### config.mk
export PLATFORM = sky130hd
export DESIGN_NAME = llsc_link_unit
export DESIGN_NICKNAME = d
export VERILOG_FILES = /design/src/rtl/llsc_link_unit.sv
export SDC_FILE = /design/constraint.sdc
export NUM_CORES = 1
export LEC_CHECK = 0
export ABC_AREA = 1
export CORE_UTILIZATION = 38
export CTS_CLUSTER_SIZE = 40
export DETAILED_ROUTE_END_ITERATION = 10
export PLACE_DENSITY = 0.86
export SYNTH_ARGS = -nofsm -noshare
export SYNTH_HDL_FRONTEND = slang
export SYNTH_SLANG_ARGS = --single-unit
### constraint.sdc
create_clock -name CLK -period 3.28 [get_ports CLK]
set_input_delay 0.656 -clock CLK [delete_from_list [all_inputs] [get_ports CLK]]
set_output_delay 0.656 -clock CLK [all_outputs]
set_load 0.02 [all_outputs]
### src/rtl/llsc_link_unit.sv
`default_nettype none
// ============================================================================
//  Module   : llsc_link_unit
//  Purpose  : Per-core load-linked / store-conditional responder sitting
//             between the MEM stage and the dcache. Holds the link register
//             armed by LL and resolves each SC as success (write forwarded,
//             1 returned) or failure (write suppressed, 0 returned).
//  Ports    : CLK, RST                    clock, sync active-high reset
//             dp_*                        datapath request / response
//             dc_*                        dcache request / response
//             snp_inv, snp_addr           coherence invalidation from others
//             link_valid                  link register valid (debug)
//  Revision : 1.0  initial release
// ============================================================================
module llsc_link_unit #(
    parameter int LINK_LSB = 2,   // own-core match granularity (word)
    parameter int SNP_LSB  = 3    // snoop match granularity (block); >= LINK_LSB
) (
    input  logic        CLK,
    input  logic        RST,
    input  logic        dp_dmemREN,
    input  logic        dp_dmemWEN,
    input  logic        dp_llsc,
    input  logic [31:0] dp_dmemaddr,
    input  logic [31:0] dp_dmemstore,
    output logic        dp_dhit,
    output logic [31:0] dp_dmemload,
    output logic        dc_dmemREN,
    output logic        dc_dmemWEN,
    output logic [31:0] dc_dmemaddr,
    output logic [31:0] dc_dmemstore,
    input  logic        dc_dhit,
    input  logic [31:0] dc_dmemload,
    input  logic        snp_inv,
    input  logic [31:0] snp_addr,
    output logic        link_valid
);

    typedef enum logic [1:0] {
        ST_IDLE     = 2'd0,
        ST_SC_WRITE = 2'd1,
        ST_SC_FAIL  = 2'd2
    } state_t;

    state_t              r_state;
    logic                r_link_valid;
    // Only the compared address bits are kept; bits below LINK_LSB never
    // take part in any match.
    logic [31:LINK_LSB]  r_link_word;

    logic w_is_sc;
    logic w_word_hit;
    logic w_snp_hit;
    logic w_unused_snp;

    assign w_is_sc    = dp_dmemWEN & dp_llsc;
    assign w_word_hit = (dp_dmemaddr[31:LINK_LSB] == r_link_word);
    assign w_snp_hit  = snp_inv & (snp_addr[31:SNP_LSB] == r_link_word[31:SNP_LSB]);
    assign w_unused_snp = ^snp_addr[SNP_LSB-1:0];

    assign link_valid = r_link_valid;

    // ------------------------------------------------------------------
    // Request steering. Everything is forced low while reset is held so
    // a pending request cannot leak through during reset.
    // ------------------------------------------------------------------
    always_comb begin
        dp_dhit      = 1'b0;
        dp_dmemload  = 32'd0;
        dc_dmemREN   = 1'b0;
        dc_dmemWEN   = 1'b0;
        dc_dmemaddr  = 32'd0;
        dc_dmemstore = 32'd0;
        if (!RST) begin
            case (r_state)
                ST_IDLE: begin
                    // An SC spends its first cycle deciding; nothing goes out.
                    if (!w_is_sc) begin
                        dc_dmemREN   = dp_dmemREN;
                        dc_dmemWEN   = dp_dmemWEN;
                        dc_dmemaddr  = dp_dmemaddr;
                        dc_dmemstore = dp_dmemstore;
                        dp_dhit      = dc_dhit;
                        dp_dmemload  = dc_dmemload;
                    end
                end
                ST_SC_WRITE: begin
                    // A matching snoop before the dcache commits aborts the
                    // write immediately; once dc_dhit is seen it is too late.
                    dc_dmemWEN   = ~w_snp_hit | dc_dhit;
                    dc_dmemaddr  = dp_dmemaddr;
                    dc_dmemstore = dp_dmemstore;
                    dp_dhit      = dc_dhit;
                    dp_dmemload  = {31'd0, dc_dhit};
                end
                ST_SC_FAIL: begin
                    dp_dhit = 1'b1;
                end
                default: begin
                    dp_dhit = 1'b0;
                end
            endcase
        end
    end

    // ------------------------------------------------------------------
    // State and link register.
    // ------------------------------------------------------------------
    always_ff @(posedge CLK) begin
        if (RST) begin
            r_state      <= ST_IDLE;
            r_link_valid <= 1'b0;
            r_link_word  <= '0;
        end else begin
            case (r_state)
                ST_IDLE: begin
                    if (w_is_sc) begin
                        if (r_link_valid && w_word_hit && !w_snp_hit)
                            r_state <= ST_SC_WRITE;
                        else
                            r_state <= ST_SC_FAIL;
                    end else if (dp_dmemREN && dp_llsc && dc_dhit) begin
                        r_link_valid <= 1'b1;
                        r_link_word  <= dp_dmemaddr[31:LINK_LSB];
                    end else if (dp_dmemWEN && dc_dhit && w_word_hit) begin
                        r_link_valid <= 1'b0;
                    end
                end
                ST_SC_WRITE: begin
                    if (dc_dhit) begin
                        r_link_valid <= 1'b0;
                        r_state      <= ST_IDLE;
                    end else if (w_snp_hit) begin
                        r_state <= ST_SC_FAIL;
                    end
                end
                ST_SC_FAIL: begin
                    r_link_valid <= 1'b0;
                    r_state      <= ST_IDLE;
                end
                default: begin
                    r_state <= ST_IDLE;
                end
            endcase
            // Placed last so a matching snoop overrides any same-cycle LL.
            if (w_snp_hit)
                r_link_valid <= 1'b0;
        end
    end

endmodule
`default_nettype wire

# == Yosys cells after proc, flatten, opt, wreduce, memory -nomap -nowiden ==
# Cells that the tools add are included.
# totals
output_inout_bits,100
mem_count,0
ramBits,0
inputBits,135
reg_bits,33
mem_bits_ro,0
latchBits,0
word_cells,58
# classes
order_cmp,0
multipliers,0
mux,28
n_eq_ne,9
n_bitwise,5
reduce_logical,13
n_div,0
n_shift,0
n_addsub,0
# op_table
op,n
$mux 32,6
$pmux 32 s2,3
$eq 30x30->1,1
$eq 29x29->1,1
$mux 1,11
$mux 2,4
$logic_and 1x1->1,6
$ne 2x2->1 const B,3
$ne 3x3->1 const B,2
$pmux 1 s3,2
$pmux 2 s2,1
$reduce_and 4->1,1
$reduce_and 3->1,1
$reduce_bool 3->1,1
$and 1x1->1,2
$eq 2x1->1 const B,1
$eq 2x2->1 const B,1
$logic_not 2->1,1
$not 1->1,2
$pmux 1 s2,1
$reduce_and 2->1,1
$reduce_or 2->1,1
$logic_not 1->1,1
$or 1x1->1,1

# == Logic depth before layout (Yosys ltp) ==
# depth
ltp_word,7
ltp_mapped,13
depth_no_buf,13

# == Worst setup path before layout ==
# No wires, ideal clock.
# synth_path
path_kind,input to output
startpoint,input port snp_addr[4]
endpoint,output port dc_dmemWEN
setup_slack_ns,0.978
cell_stages,9
t_arrival_ns,1.646
path_buffers,0
cell_sequence,inv_1 or2_2 nand3_1 nor2_1 nand2_1 nor2_2 nand2_1 nand2_1 a31oi_1
# synth_between
elab_chain_len,6
# synth_lines
item,line,rtl
start: declaration,35,"input logic [31:0] snp_addr,"
$eq 29x29->1,58,assign w_snp_hit = snp_inv & (snp_addr[31:SNP_LSB] == r_link_word[31:SNP_LSB]);
$and 1x1->1,58,
$not 1->1,90,dc_dmemWEN = ~w_snp_hit | dc_dhit;
$or 1x1->1,90,
$pmux 1 s2,75,case (r_state)
$mux 1,74,if (!RST) begin
end: declaration,29,"output logic dc_dmemWEN,"
# Every way passes these cells.

# == Final worst setup path ==
# layout_path
startpoint,input port dp_dmemWEN
endpoint,output port dc_dmemaddr[19]
# layout_between
elab_chain_len,4
# layout_lines
item,line,rtl
start: declaration,22,"input logic dp_dmemWEN,"
$and 1x1->1,56,assign w_is_sc = dp_dmemWEN & dp_llsc;
$mux 32,78,if (!w_is_sc) begin
$pmux 32 s2,75,
$mux 32,74,
end: declaration,30,"output logic [31:0] dc_dmemaddr,"
# Every way passes these cells.

==> qor.yml <==
number_of_drc_markers_after_the_initial_detailed_route_iteration: 194
netlist_instances: 593
wl_um: 11900
layout.area.seq_um2: 660.6
yosys_warnings: 0
synth.top_cells.by_area: "sky130_fd_sc_hd__dfxtp_1 20%, sky130_fd_sc_hd__inv_1 17%, sky130_fd_sc_hd__nor2_1 15%"
yosys_top_cell_by_area: "sky130_fd_sc_hd__dfxtp_1"
final_min_period_over_clock_period: 0.9883
synth_seq_area_share: 0.2036
port_buffers: 231
die_area_um2: 8911
critPathRequiredTime_ns: 2.62
drt-pass1-iter-count: 5
crit_slowest_cell: "sky130_fd_sc_hd__clkdlybuf4s50_1"
first_global_vias: 3790
global_route.overflow_total: 0
clk-insertion-delay-late_ns: 0.29
wl_per_cell_um: 12.76
power_density_nw_per_um2: 258.2
critical_path_buf_inv_count: 4
synth.cell_area_um2: 3244
dp_cells: 924
timing_limited_maximum_frequency_ghz: 0.3085
ys_seq_elements: 33
drv_cap: 0
timing.critical_path.fanout_max: 14
synth_enable_flop_cells: 0
run_status: "complete, no violations"
final-instance-count-excl-fill: 932
synth_flop_cell: "sky130_fd_sc_hd__dfxtp_1"
hold_slack_ns: 0.5549
slew_headroom: 0.5516
timing.rr.end: "r_link_word[4]$_SDFFE_PP0P_"
remaining_drc_errors: 0
nets: 965
critical_path_class: "input pin to output pin"
r2r_start: "r_state[0]$_SDFFE_PP0P_"
core_box_area_um2: 8258
fp-row-count: 33
finalMaxSlewViolations: 0
cts_tree: "built"
timing.critical_path.arrival_ns: 2.59
syn-mean-instance-area_um2: 5.471
critical_path.top_delay_family: "buffers and inverters"
setup_viol: 0
floorplan.io_pins: 235
multiInputGateArea_um2: 1921
min_to: "r_state[0]$_SDFFE_PP0P_"
worst_slew_pin_slew_ns: 0.6726
crit_path_start_kind: "input pin"
grt_start_max_net_pins: 61
power.static_leakage_nw: 2.832
start_util: 0.3929
antenna_found_initial: 0
final_layout_size_suffix_gt1_frac: 0.04111
clkTransAtPathRegs_ns: 0.07
min_path_cells: 2
slowest_delay_ns: 0.55
synth_top_cell_area_share: 0.2036
hold_violation_count_in_the_final_report: 0
vias: 4269
synthToLayoutAreaGrowth_pct: 79.10
fillerInstances: 711
hp-start: "r_state[0]$_SDFFE_PP0P_"
cts-root-to-sink-buffers: 2
diodes: 0
report.power.total_mw: 1.500
dieHeight_um: 94.40
routability_driven_placement_congestion_ratio: 0.8680
cts_setup_buffers: 0
antenna_violating_nets_post_route: 0
numCtsBuffers: 5
critPathCaptureType: "output pin"
avgViaCountPerCell: 4.580
setup_repair_after_global_routing_missed_its_margin: "true"
detail_placement_hpwl_um: 9923
vdd_ir_drop_max_uv: 163.4
cpMostUsedCell: "sky130_fd_sc_hd__clkdlybuf4s50_1"
finalWorstPathRequiredPeriod_ns: 3.242
fp.dieW_um: 94.40
worstPathCellList: "clkdlybuf4s50_1, nand2_1, inv_1, nor2_4, o21ai_4, buf_4, nor2_1, clkdlybuf4s50_1"
synth.lib_cells_used.distinct: 31
synthesized_nets: 732
async_flop_share: 0
timing.clock.skew_ns: 0.007259
cts_max_level: 2
ff2ff_path_depth: 9
clk_root_buffer_cell: "sky130_fd_sc_hd__clkbuf_8"
hold_class: "flip-flop to flip-flop"
grt_pass1_wl_um: 17460
r2r_setup_slack_ns: 1.16
grt_use_total: 0.2488
clock_sinks: 33
[cell type report]
cell class	instances	share of cell area
clock buffer	5	0.01184
clock inverter	3	0.003015
inverter	151	0.09798
multi-input combinational	391	0.3305
sequential	33	0.1137
tap	105	0.02261
timing repair buffer	244	0.4203
[report_power, final]
group,internal (mW),switching [mW],leakage (nW)
Combinational,0.386,0.361,2.52
Clock,0.147,0.163,0.0439
Sequential,0.421,0.0234,0.269
Total,0.953,0.547,2.83
[layer usage]
layer	vias up	wire, µm	part of all wire	GRT usage
li1	2204	-	-	-
met1	1895	5111	0.43	0.3068
met2	156	5809	0.49	0.4438
met3	14	806	0.068	0.04428
met4	0	169	0.014	0.06154
met5	-	0	0	0
[tightest hold or removal path, stage by stage, from the launching register on]
cell	delay, ns
sky130_fd_sc_hd__dfxtp_1	0.35
sky130_fd_sc_hd__nand3_1	0.10
sky130_fd_sc_hd__a21oi_1	0.07
[what timing repair did]
item                                   CTS  global route
gates resized for setup                  0             3
hold buffers                             0             0
setup endpoints to repair                0            29
endpoints found under the hold margin    0             0
[sequential cells by signal, indices dropped and copies added (netlist names)]
signal	cells
r_state	2
r_link_word	30
link_valid	1
[worst max path at each step]
stage                            endpoint  depth (start not counted)         from  slack, ns
after CTS                      dc_dmemWEN                         11  snp_addr[4]      0.003
after global placement         dc_dmemWEN                         11  snp_addr[4]       0.01
final                     dc_dmemaddr[19]                          8   dp_dmemWEN       0.04
after detailed placement       dc_dmemWEN                         11  snp_addr[4]     -0.001
after floorplan                dc_dmemWEN                          9  snp_addr[4]       0.98
after global routing      dc_dmemaddr[13]                          8   dp_dmemWEN      -0.04
[cell usage after synthesis (2+ instances only)]
cell,number
sky130_fd_sc_hd__nor2_1,133
sky130_fd_sc_hd__inv_1,148
sky130_fd_sc_hd__ha_1,4
sky130_fd_sc_hd__o21ai_0,29
sky130_fd_sc_hd__dfxtp_1,33
sky130_fd_sc_hd__nor3b_1,3
sky130_fd_sc_hd__a21oi_1,35
sky130_fd_sc_hd__nand3_1,11
sky130_fd_sc_hd__inv_2,2
sky130_fd_sc_hd__buf_2,9
sky130_fd_sc_hd__nand2_1,102
sky130_fd_sc_hd__xnor2_1,32
sky130_fd_sc_hd__or2_2,3
sky130_fd_sc_hd__nor3_1,2
sky130_fd_sc_hd__and2_1,2
sky130_fd_sc_hd__clkbuf_1,5
sky130_fd_sc_hd__nor2_2,2
sky130_fd_sc_hd__nand4_1,11
sky130_fd_sc_hd__buf_6,3
sky130_fd_sc_hd__xor2_1,8
sky130_fd_sc_hd__o21ai_1,6
[placed cells by master (no fill, tap or decap), types with 2 or more instances in the layout]
cell,count
sky130_fd_sc_hd__clkdlybuf4s50_1,228
sky130_fd_sc_hd__inv_1,148
sky130_fd_sc_hd__nor2_1,133
sky130_fd_sc_hd__nand2_1,102
sky130_fd_sc_hd__a21oi_1,35
sky130_fd_sc_hd__dfxtp_1,33
sky130_fd_sc_hd__xnor2_1,32
sky130_fd_sc_hd__o21ai_0,29
sky130_fd_sc_hd__nand3_1,11
sky130_fd_sc_hd__nand4_1,11
sky130_fd_sc_hd__buf_4,11
sky130_fd_sc_hd__xor2_1,8
sky130_fd_sc_hd__o21ai_1,6
sky130_fd_sc_hd__clkbuf_8,5
sky130_fd_sc_hd__ha_1,4
sky130_fd_sc_hd__nor3b_1,3
sky130_fd_sc_hd__or2_2,3
sky130_fd_sc_hd__dlymetal6s2s_1,3
sky130_fd_sc_hd__inv_2,2
sky130_fd_sc_hd__and2_1,2
sky130_fd_sc_hd__nor2_2,2
sky130_fd_sc_hd__nor3_1,2
sky130_fd_sc_hd__clkinv_2,2
sky130_fd_sc_hd__buf_12,2
[through the flow]
stage / worst slack [ns] / TNS (ns) / instance area (µm²) / util
after floorplan: 0.9776 / 0 / 3244 / -
after global placement: 0.01496 / 0 / 5717 / 0.6923
after detailed placement: -0.001001 / -0.001001 / 5717 / 0.6923
after CTS: 0.003199 / 0 / 5803 / 0.7027
after global routing: -0.03623 / -0.4099 / 5811 / 0.7036
final: 0.03835 / 0 / 5811 / 0.7036
[kinds of logic after synthesis]
kind of cell	after synthesis	synth area share
compound gates	74	0.1176
xor+xnor	40	0.1080
flops	33	0.2036
fa+ha+maj	4	0.01543
simple gates	273	0.3486
buf+inv	169	0.2067
Power figures use the tool's default switching activity.
